### config.mk
export PLATFORM = sky130hd
export DESIGN_NAME = mem_queue_mc_flat
export DESIGN_NICKNAME = d
export VERILOG_FILES = /design/src/rtl/mem_queue_mc_if.sv /design/src/rtl/mem_queue_mc.sv /design/src/flat_wrapper.sv
export SDC_FILE = /design/constraint.sdc
export NUM_CORES = 2
export LEC_CHECK = 0
export ABC_CLOCK_PERIOD_IN_PS = 6700
export CORE_MARGIN = 2
export CORE_UTILIZATION = 62
export DETAILED_ROUTE_END_ITERATION = 10
export PLACE_DENSITY = 0.87
export REMOVE_ABC_BUFFERS = 1
export SLEW_MARGIN = 15
export SYNTH_ARGS = -nofsm -noshare
export SYNTH_HDL_FRONTEND = slang
export SYNTH_SLANG_ARGS = --single-unit
### constraint.sdc
create_clock -name clk -period 6.7 [get_ports clk]
set_input_delay 2.01 -clock clk [delete_from_list [all_inputs] [get_ports clk]]
set_output_delay 2.01 -clock clk [all_outputs]
set_load 0.005 [all_outputs]
### src/rtl/mem_queue_mc_if.sv
// rtl/mem_queue_mc_if.sv - request/response/search bundle between requesters, DRAM side and mem_queue_mc
interface mem_queue_mc_if #(
  parameter int NUM_CH         = 4,
  parameter int CH_BIT         = 2,
  parameter int REQUEST_SIZE   = 38,
  parameter int ADDR_WIDTH     = 32,
  parameter int QUEUE_SIZE_BIT = 4
);
  logic [NUM_CH-1:0]              push_en;
  logic [2*NUM_CH-1:0]            op;
  logic [NUM_CH*REQUEST_SIZE-1:0] buf_in;
  logic                           out_ready;
  logic                           search_en;
  logic [ADDR_WIDTH-1:0]          search_addr;

  logic                           out_valid;
  logic [REQUEST_SIZE-1:0]        buf_out;
  logic [1:0]                     op_out;
  logic [CH_BIT-1:0]              out_ch;
  logic                           search_match;
  logic [CH_BIT-1:0]              search_match_ch;
  logic [QUEUE_SIZE_BIT-1:0]      search_match_index;
  logic [NUM_CH-1:0]              empty;
  logic [NUM_CH-1:0]              full;
  logic [NUM_CH-1:0]              overflow;

  modport master (
    output push_en, op, buf_in, out_ready, search_en, search_addr,
    input  out_valid, buf_out, op_out, out_ch, search_match, search_match_ch,
           search_match_index, empty, full, overflow
  );

  modport slave (
    input  push_en, op, buf_in, out_ready, search_en, search_addr,
    output out_valid, buf_out, op_out, out_ch, search_match, search_match_ch,
           search_match_index, empty, full, overflow
  );
endinterface

### src/rtl/mem_queue_mc.sv
// rtl/mem_queue_mc.sv - per-channel request FIFOs, round-robin drain to DRAM, pending-write address search
module mem_queue_mc #(
  parameter int NUM_CH         = 4,
  parameter int CH_BIT         = 2,
  parameter int REQUEST_SIZE   = 38,
  parameter int ADDR_WIDTH     = 32,
  parameter int QUEUE_SIZE     = 16,
  parameter int QUEUE_SIZE_BIT = 4
) (
  input logic          clk,
  input logic          rst,
  mem_queue_mc_if.slave bus
);
  localparam int CNT_W = QUEUE_SIZE_BIT + 1;

  logic [REQUEST_SIZE-1:0]   mem        [NUM_CH][QUEUE_SIZE];
  logic [1:0]                op_mem     [NUM_CH][QUEUE_SIZE];
  logic [QUEUE_SIZE-1:0]     slot_valid [NUM_CH];
  logic [QUEUE_SIZE_BIT-1:0] wr_ptr     [NUM_CH];
  logic [QUEUE_SIZE_BIT-1:0] rd_ptr     [NUM_CH];
  logic [CNT_W-1:0]          count      [NUM_CH];
  logic [CNT_W-1:0]          count_nxt  [NUM_CH];

  logic [NUM_CH-1:0]         empty_r, full_r, overflow_r;
  logic [NUM_CH-1:0]         push_ok, pop;
  logic [CH_BIT-1:0]         rr_ptr, grant;
  logic                      out_valid, handshake;

  logic                      hit;
  logic [CH_BIT-1:0]         hit_ch;
  logic [QUEUE_SIZE_BIT-1:0] hit_idx;
  logic                      match_r;
  logic [CH_BIT-1:0]         match_ch_r;
  logic [QUEUE_SIZE_BIT-1:0] match_idx_r;

  assign out_valid = ~&empty_r;
  assign handshake = out_valid & bus.out_ready;

  // Scan from the far end so the first non-empty channel after rr_ptr wins.
  always_comb begin
    grant = '0;
    for (int k = NUM_CH - 1; k >= 0; k--) begin
      if (!empty_r[rr_ptr + CH_BIT'(k)]) grant = rr_ptr + CH_BIT'(k);
    end
  end

  always_comb begin
    pop     = '0;
    push_ok = '0;
    for (int c = 0; c < NUM_CH; c++) begin
      pop[c]       = handshake && (grant == CH_BIT'(c));
      push_ok[c]   = bus.push_en[c] && (!full_r[c] || pop[c]);
      count_nxt[c] = count[c] + CNT_W'(push_ok[c]) - CNT_W'(pop[c]);
    end
  end

  // Lowest channel, then lowest slot, wins: later (lower) hits overwrite earlier ones.
  always_comb begin
    hit     = 1'b0;
    hit_ch  = '0;
    hit_idx = '0;
    for (int c = NUM_CH - 1; c >= 0; c--) begin
      for (int i = QUEUE_SIZE - 1; i >= 0; i--) begin
        if (slot_valid[c][i] && op_mem[c][i] == 2'b01 &&
            mem[c][i][ADDR_WIDTH-1:0] == bus.search_addr) begin
          hit     = 1'b1;
          hit_ch  = CH_BIT'(c);
          hit_idx = QUEUE_SIZE_BIT'(i);
        end
      end
    end
  end

  always_ff @(posedge clk) begin
    for (int c = 0; c < NUM_CH; c++) begin
      if (push_ok[c]) begin
        mem[c][wr_ptr[c]]    <= bus.buf_in[c*REQUEST_SIZE +: REQUEST_SIZE];
        op_mem[c][wr_ptr[c]] <= bus.op[2*c +: 2];
      end
    end
  end

  always_ff @(posedge clk or posedge rst) begin
    if (rst) begin
      for (int c = 0; c < NUM_CH; c++) begin
        wr_ptr[c]     <= '0;
        rd_ptr[c]     <= '0;
        count[c]      <= '0;
        slot_valid[c] <= '0;
      end
      empty_r     <= '1;
      full_r      <= '0;
      overflow_r  <= '0;
      rr_ptr      <= '0;
      match_r     <= 1'b0;
      match_ch_r  <= '0;
      match_idx_r <= '0;
    end else begin
      for (int c = 0; c < NUM_CH; c++) begin
        // Clear before set: a push into the slot being popped (full channel) keeps it valid.
        if (pop[c]) begin
          slot_valid[c][rd_ptr[c]] <= 1'b0;
          rd_ptr[c]                <= rd_ptr[c] + QUEUE_SIZE_BIT'(1);
        end
        if (push_ok[c]) begin
          slot_valid[c][wr_ptr[c]] <= 1'b1;
          wr_ptr[c]                <= wr_ptr[c] + QUEUE_SIZE_BIT'(1);
        end
        count[c]      <= count_nxt[c];
        empty_r[c]    <= (count_nxt[c] == '0);
        full_r[c]     <= (count_nxt[c] == CNT_W'(QUEUE_SIZE));
        overflow_r[c] <= bus.push_en[c] && full_r[c] && !pop[c];
      end
      if (handshake) rr_ptr <= grant + CH_BIT'(1);
      match_r <= bus.search_en && hit;
      if (bus.search_en && hit) begin
        match_ch_r  <= hit_ch;
        match_idx_r <= hit_idx;
      end
    end
  end

  assign bus.out_valid          = out_valid;
  assign bus.buf_out            = out_valid ? mem[grant][rd_ptr[grant]] : '0;
  assign bus.op_out             = out_valid ? op_mem[grant][rd_ptr[grant]] : 2'b00;
  assign bus.out_ch             = grant;
  assign bus.search_match       = match_r;
  assign bus.search_match_ch    = match_ch_r;
  assign bus.search_match_index = match_idx_r;
  assign bus.empty              = empty_r;
  assign bus.full               = full_r;
  assign bus.overflow           = overflow_r;
endmodule
### src/flat_wrapper.sv
// flat-port wrapper written by rule: the top's interface ports become plain ports
module mem_queue_mc_flat 
#(
  parameter int NUM_CH         = 4,
  parameter int CH_BIT         = 2,
  parameter int REQUEST_SIZE   = 38,
  parameter int ADDR_WIDTH     = 32,
  parameter int QUEUE_SIZE     = 16,
  parameter int QUEUE_SIZE_BIT = 4
)
  (clk, rst, bus_push_en, bus_op, bus_buf_in, bus_out_ready, bus_search_en, bus_search_addr, bus_out_valid, bus_buf_out, bus_op_out, bus_out_ch, bus_search_match, bus_search_match_ch, bus_search_match_index, bus_empty, bus_full, bus_overflow);
  mem_queue_mc_if #(.NUM_CH(NUM_CH), .CH_BIT(CH_BIT), .REQUEST_SIZE(REQUEST_SIZE), .ADDR_WIDTH(ADDR_WIDTH), .QUEUE_SIZE_BIT(QUEUE_SIZE_BIT)) bus_i ();
  input logic clk;
  input logic rst;
  input wire logic [$bits(bus_i.push_en)-1:0] bus_push_en;
  input wire logic [$bits(bus_i.op)-1:0] bus_op;
  input wire logic [$bits(bus_i.buf_in)-1:0] bus_buf_in;
  input wire logic [$bits(bus_i.out_ready)-1:0] bus_out_ready;
  input wire logic [$bits(bus_i.search_en)-1:0] bus_search_en;
  input wire logic [$bits(bus_i.search_addr)-1:0] bus_search_addr;
  output wire logic [$bits(bus_i.out_valid)-1:0] bus_out_valid;
  output wire logic [$bits(bus_i.buf_out)-1:0] bus_buf_out;
  output wire logic [$bits(bus_i.op_out)-1:0] bus_op_out;
  output wire logic [$bits(bus_i.out_ch)-1:0] bus_out_ch;
  output wire logic [$bits(bus_i.search_match)-1:0] bus_search_match;
  output wire logic [$bits(bus_i.search_match_ch)-1:0] bus_search_match_ch;
  output wire logic [$bits(bus_i.search_match_index)-1:0] bus_search_match_index;
  output wire logic [$bits(bus_i.empty)-1:0] bus_empty;
  output wire logic [$bits(bus_i.full)-1:0] bus_full;
  output wire logic [$bits(bus_i.overflow)-1:0] bus_overflow;
  assign bus_i.push_en = bus_push_en;
  assign bus_i.op = bus_op;
  assign bus_i.buf_in = bus_buf_in;
  assign bus_i.out_ready = bus_out_ready;
  assign bus_i.search_en = bus_search_en;
  assign bus_i.search_addr = bus_search_addr;
  assign bus_out_valid = bus_i.out_valid;
  assign bus_buf_out = bus_i.buf_out;
  assign bus_op_out = bus_i.op_out;
  assign bus_out_ch = bus_i.out_ch;
  assign bus_search_match = bus_i.search_match;
  assign bus_search_match_ch = bus_i.search_match_ch;
  assign bus_search_match_index = bus_i.search_match_index;
  assign bus_empty = bus_i.empty;
  assign bus_full = bus_i.full;
  assign bus_overflow = bus_i.overflow;
  mem_queue_mc #(.NUM_CH(NUM_CH), .CH_BIT(CH_BIT), .REQUEST_SIZE(REQUEST_SIZE), .ADDR_WIDTH(ADDR_WIDTH), .QUEUE_SIZE(QUEUE_SIZE), .QUEUE_SIZE_BIT(QUEUE_SIZE_BIT)) u_core (.clk(clk), .rst(rst), .bus(bus_i));
endmodule
==> summary.txt, run 1 <==
Logic synthesis
  • Share of the synthesized area in compound gates (AO/OA/AOI/OAI): about 3.8%
  • Largest family of logic cells by synthesized area: simple AND/OR/NAND/NOR gates
  • Area of the mapped netlist: about 140000 sq um
  • Post-synthesis mux area share: 0.6733%
  • Adder-cell share of the synthesized area: less than 1%
  • Mean Syn Cell Area: 11.04 sq um
  • Synth Area in XOR/XNOR: 13.35%
  • Synthesized instance count: roughly 12000
  • Main synth FF type: edfxtp_1
  • Warnings from Yosys: 0
  • Post-synthesis sequential area ratio: approximately three fifths
  • Ys async rst share: 5.080%
  • Unique masters post-synth: between 70 and 80
  • Number of synthesized flops with an enable pin: between 2000 and 3000
  • FF+latch count, synth: about 2700
  • Synth Area in Simple Gates: just over 20%

Floorplanning
  • Row cnt: approximately 170
  • Die width: 474.6 um
  • Initial Util: ~62%
  • Ports: approximately 260
  • Die Y-Extent: between 400 and 500 um

Clocking
  • CTS max path bufs: 4
  • TritonCTS buffer count: slightly above 300
  • Clk sinks: 2697
  • Clk root buf: clkbuf_16
  • H-tree depth: 5
  • Post-CTS Hold Buffers: 0

Run status
  • Exit stage: global routing (5_1_grt)
  • Status: stopped before the end
  • First Err: [ERROR GRT-0116] Global routing finished with congestion. Check the congestion regions in the DRC Viewer.

Global route
  • Total grt overflow: between 1000 and 1500
  • First-pass GRT wire length: between 1000 and 1500 mm
  • Pin count of the biggest net entering global routing: 87
  • Vias in the first global route: about 130k
  • Overall Global Routing Usage: between 70 and 80%

Placed design
  • Routability congestion estimate: ~1.3
  • HPWL after DPL: slightly above 500 mm
  • Port Buffers: 261
==> synth_stat cells, drive strengths merged (89+ instances only) <==
cell    number  area, sq um
o21ai      159        795.8
inv         96        360.4
buf        361         2180
nand3     1284         6426
nand4      380         2377
dfrtp      133         3328
nand2     2978        11180
mux2i       89        890.9
nor2       404         1519
edfxtp    2560        76870
nor4       369         2315
nor3       155        775.7
a41oi      250         2197
xnor2     1414        12380
clkbuf     328         1231
a31oi       91        569.3
xor2       680         5956
==> logic make-up after synthesis <==
logic type,Yosys count
buffers and inverters,789
and+or+nand+nor,5997
adders and majority gates,60
muxes,92
AOI/OAI and AO/OA,712
DFF,2697
xor gates and xnor gates,2094
==> metrics by stage <==
stage / utilization, % / instances / setup slack (ps) / instance area (sq um) / hold slack [ps]
3_5_place_dp: 68.58 / 15930 / -480.9 / 150800 / 498.6
4_1_cts: 74.65 / 16510 / -449.8 / 164200 / 511.8
2_1_floorplan: - / 11750 / -49960 / 133900 / 469.7
3_3_place_gp: 68.58 / 15930 / -603.2 / 150800 / 497.1
==> layer usage <==
| metal | GRT overflow | global-route usage [%] |
|---|---|---|
| met5 | 4 | 34.31 |
| met4 | 513 | 67.22 |
| met3 | 32 | 56.34 |
| met2 | 780 | 88.94 |
| met1 | 17 | 77.94 |
==> repair_timing <==
item | in CTS
endpoints found under the setup margin | 40
setup buffers | 32
pin swaps | 57
resized for setup | 508
gates cloned | 20
==> inputs of run 2 (changes only) <==
--- a/config.mk
+++ b/config.mk
@@ -7,9 +7,9 @@
 export LEC_CHECK = 0
 export ABC_CLOCK_PERIOD_IN_PS = 6700
 export CORE_MARGIN = 2
-export CORE_UTILIZATION = 62
+export CORE_UTILIZATION = 40
 export DETAILED_ROUTE_END_ITERATION = 10
-export PLACE_DENSITY = 0.87
+export PLACE_DENSITY_LB_ADDON = 0.15
 export REMOVE_ABC_BUFFERS = 1
 export SLEW_MARGIN = 15
 export SYNTH_ARGS = -nofsm -noshare
==> summary.txt, run 2 <==
Run status
  • Status: complete, but fails checks (was stopped before the end)
  • Failing checks: setup timing

Power and ir drop
  • Peak supply drop: 0.0004153 V
  • Reg power frac: 21.2%
  • Power per cell area: 577.4 nW/um^2
  • Clk pwr share: 17.1%
  • Switching power of the nets: 49450 uW
  • Combinational Power Share: between 60% and 70%
  • Switch share: between 40% and 50%
  • Leak: roughly 0.062 uW
  • Cell internal pwr: 55540 uW

Logic synthesis
  • Unique masters post-synth: 72 (unchanged)
  • Leading cell type by number of instances after synthesis: nand2_1 (unchanged)
  • Area contributors post-synth: edfxtp_1 (56%), xnor2_1 (9.0%), nand2_1 (8.1%) (unchanged)
  • Main synth FF type: edfxtp_1 (unchanged)
  • Warnings from Yosys: 0 (unchanged)
  • Largest area contributor in the netlist: edfxtp_1 (unchanged)
  • Post-synth top cells: nand2_1 (2978), edfxtp_1 (2560), xnor2_1 (1414) (unchanged)
  • Synthesized instance count: 12440 (unchanged)
  • Synth top area share: 55.98% (unchanged)
  • FF+latch count, synth: 2697 (unchanged)
  • Ys async rst share: 5.080% (unchanged)
  • Mean Syn Cell Area: 11.04 sq um (unchanged)
  • Post-synthesis sequential area ratio: 58.48% (unchanged)
  • Area of the mapped netlist: 137300 sq um (unchanged)
  • Number of synthesized flops with an enable pin: 2560 (unchanged)

Finish
  • Most common cell after layout, fill and taps aside: nand2_1
  • Finished Cell Area: 181800 sq um
  • Number of flip-flops in the largest register: about 2400
  • Most frequent cells in the layout: nand2_1 (2892), edfxtp_1 (2560), xnor2_1 (1414), nand3_1 (915), buf_4 (914)
  • Syn-to-layout area delta: 32.41%
  • Nets: 14270
  • Share of layout cells above drive strength 1: 22.84%
  • Fill cells: 29610

Global route
  • Total grt overflow: 0
  • Pin count of the biggest net entering global routing: between 100 and 150
  • First-pass GRT wire length: 1141 mm
  • Initial antenna violation count: ~90
  • Vias in the first global route: around 120k
  • Overall Global Routing Usage: between 40% and 50%

STA
  • Final Hold Fails: 0
  • Final period util: 107.1%
  • Fin worst setup slack: -472.5 ps
  • Clk_skew: 43.77 ps
  • Final Max Tran Viols: 0
  • Slew @ Worst Pin: 1371 ps
  • # setup viols final: 40
  • Max_slew headroom: between 7 and 8%
  • Final min period: slightly above 7000 ps
  • RSZ-0062 raised after global routing: yes
  • Setup TNS: -11140 ps
  • Achievable Freq: 139.4 MHz

Routing
  • Final routed DRC violation total: 0
  • Met3 WL post-DR: 99.04 mm
  • DRT iter0 DRCs: between 20000 and 25000
  • Via Count: 124900
  • Post-Route M1 WL: just under 300 mm
  • Uppermost layer routed: met5
  • Vias/cell: between 6 and 7
  • Met2 Routed Length: 380.5 mm
  • DRT Pass-1 Iters: 8
  • Post-DRT Antenna Nets: 0
  • Total wire length: between 800 and 900 mm
  • WL per Instance: around 48 um

Placed design
  • HPWL after DPL: 648.7 mm (was 515.4 mm)
  • Port Buffers: 261 (unchanged)
  • Placement-stage cell area: 159900 sq um (was 150800 sq um)
  • Routability congestion estimate: 1.171 (was 1.300)

Run
  • Max cap viols: 0

Floorplanning
  • Initial Util: 40.10% (was 62.44%)
  • Ports: 262 (unchanged)
  • Die Y-Extent: 589.9 um (was 474.6 um)
  • Die ar.: roughly 350000 sq um
  • Core Footprint: roughly 340000 sq um
  • Row cnt: 215 (was 172)
  • Die width: 589.9 um (was 474.6 um)

Critical path
  • Critical R2R Launch: u_core.bus.empty[2]
  • CP endpoint: bus_buf_out[17]
  • Crit end category: primary output
  • Critical Path Start Type: flop
  • Crit Path Max Fanout: 6
  • Setup slack, reg-to-reg: 1910 ps
  • CP startpoint: u_core.bus.empty[2]
  • Reg-to-Reg End: u_core.bus.empty[0]
  • CP Class: reg2out
  • CP Data Required Time: between 4000 and 5000 ps
  • WP data arrival: a little over 5000 ps
  • Reg2Reg Depth: 21

Clocking
  • Clock transition at path regs: roughly 60 ps
  • CTS tree: built
  • CTS max path bufs: 4 (unchanged)
  • Clk sinks: 2697 (unchanged)
  • Clk_lat worst skew: roughly 1000 ps
  • Post-CTS Hold Buffers: 0 (unchanged)
  • H-tree depth: 5 (unchanged)
  • Clk root buf: clkbuf_16 (unchanged)
  • TritonCTS buffer count: 323 (was 306)

Min path
  • Worst min path class: reg2reg
==> run 2: cell counts after synthesis <==
Identical to the previous run, type by type.
==> run 2: power by group through the flow <==
stage | sequential [uW] | combinational (uW) | clock, uW
2_1_floorplan | 21800 | 13000 | 0
3_3_place_gp | 22400 | 49100 | 0
3_5_place_dp | 22400 | 49100 | 0
4_1_cts | 22100 | 58000 | 17900
5_1_grt | 22300 | 64400 | 18500
6_report | 22200 | 64800 | 18000
==> run 2: worst min path at each step <==
stage                                     start               endpoint  cells after the start
after floorplan           u_core.slot_valid[16]  u_core.slot_valid[16]                      2
after global placement    u_core.slot_valid[39]  u_core.slot_valid[39]                      2
final                     u_core.slot_valid[39]  u_core.slot_valid[39]                      2
after detailed placement  u_core.slot_valid[39]  u_core.slot_valid[39]                      2
after CTS                 u_core.slot_valid[39]  u_core.slot_valid[39]                      2
after global routing      u_core.slot_valid[39]  u_core.slot_valid[39]                      2
==> run 2: logic make-up after synthesis <==
family                     Yosys count  synth area share [%]
buffers and inverters              789                 2.757
muxes                               92                0.6733
AOI/OAI and AO/OA                  712                 3.849
DFF                               2697                 58.48
adders and majority gates           60                0.5685
and+or+nand+nor                   5997                 20.32
xor gates and xnor gates          2094                 13.35
==> run 2: area by class of cell <==
cell class / instances / area [sq um] / share of cell area [%]
sequential: 2697 / 80310 / 44.17
multi-input combinational: 8955 / 60730 / 33.40
timing repair buffer: 1937 / 24240 / 13.33
clock buffer: 408 / 8703 / 4.786
tap: 4557 / 5702 / 3.136
clock inverter: 179 / 1693 / 0.9310
inverter: 100 / 384.1 / 0.2112
antenna: 29 / 72.57 / 0.03991
==> run 2: routing by layer <==
metal / GRT usage (%) / up-vias
met4: 56.94 / 14
met5: 0 / -
met2: 74.11 / 10930
met3: 14.01 / 3594
met1: 54.42 / 62190
li1: - / 48150
==> run 2: what timing repair did <==
item / in CTS / in global routing
gates cloned: 42 / 25
gates resized for setup: 1188 / 460
buffers inserted: 129 / 100
pin swaps: 182 / 206
setup endpoints to repair: 40 / 40
==> run 2: worst max-delay path: stages, from the launching register on <==
cell and delay, ps:
dfstp_2 580, nor2_4 50, o21ai_1 120, buf_4 140, o21ai_4 50, a21oi_2 160
buf_6 160, mux2i_4 300, mux2_8 240, buf_16 160, buf_12 170, buf_16 160
buf_16 130, buf_8 100, buf_6 120, buf_6 100, nand2_2 50, nand3_2 80
buf_8 180, a41oi_4 140, nor3_4 450, a22o_4 330, buf_6 120
==> run 2: per-stage QoR <==
step	setup WS (ps)	total power (uW)	utilization (%)	cells	hold WS, ps
4_1_cts	-332.7	98070	52.06	18740	508.5
6_report	-472.5	105000	53.10	18860	514.9
3_5_place_dp	-525.7	71520	46.71	18020	494.9
2_1_floorplan	-49960	34800	-	11750	469.7
3_3_place_gp	-675.5	71500	46.71	18020	490.8
5_1_grt	-425.8	105200	53.08	18840	541.1
Note: power is estimated with default switching activity, not from simulation.
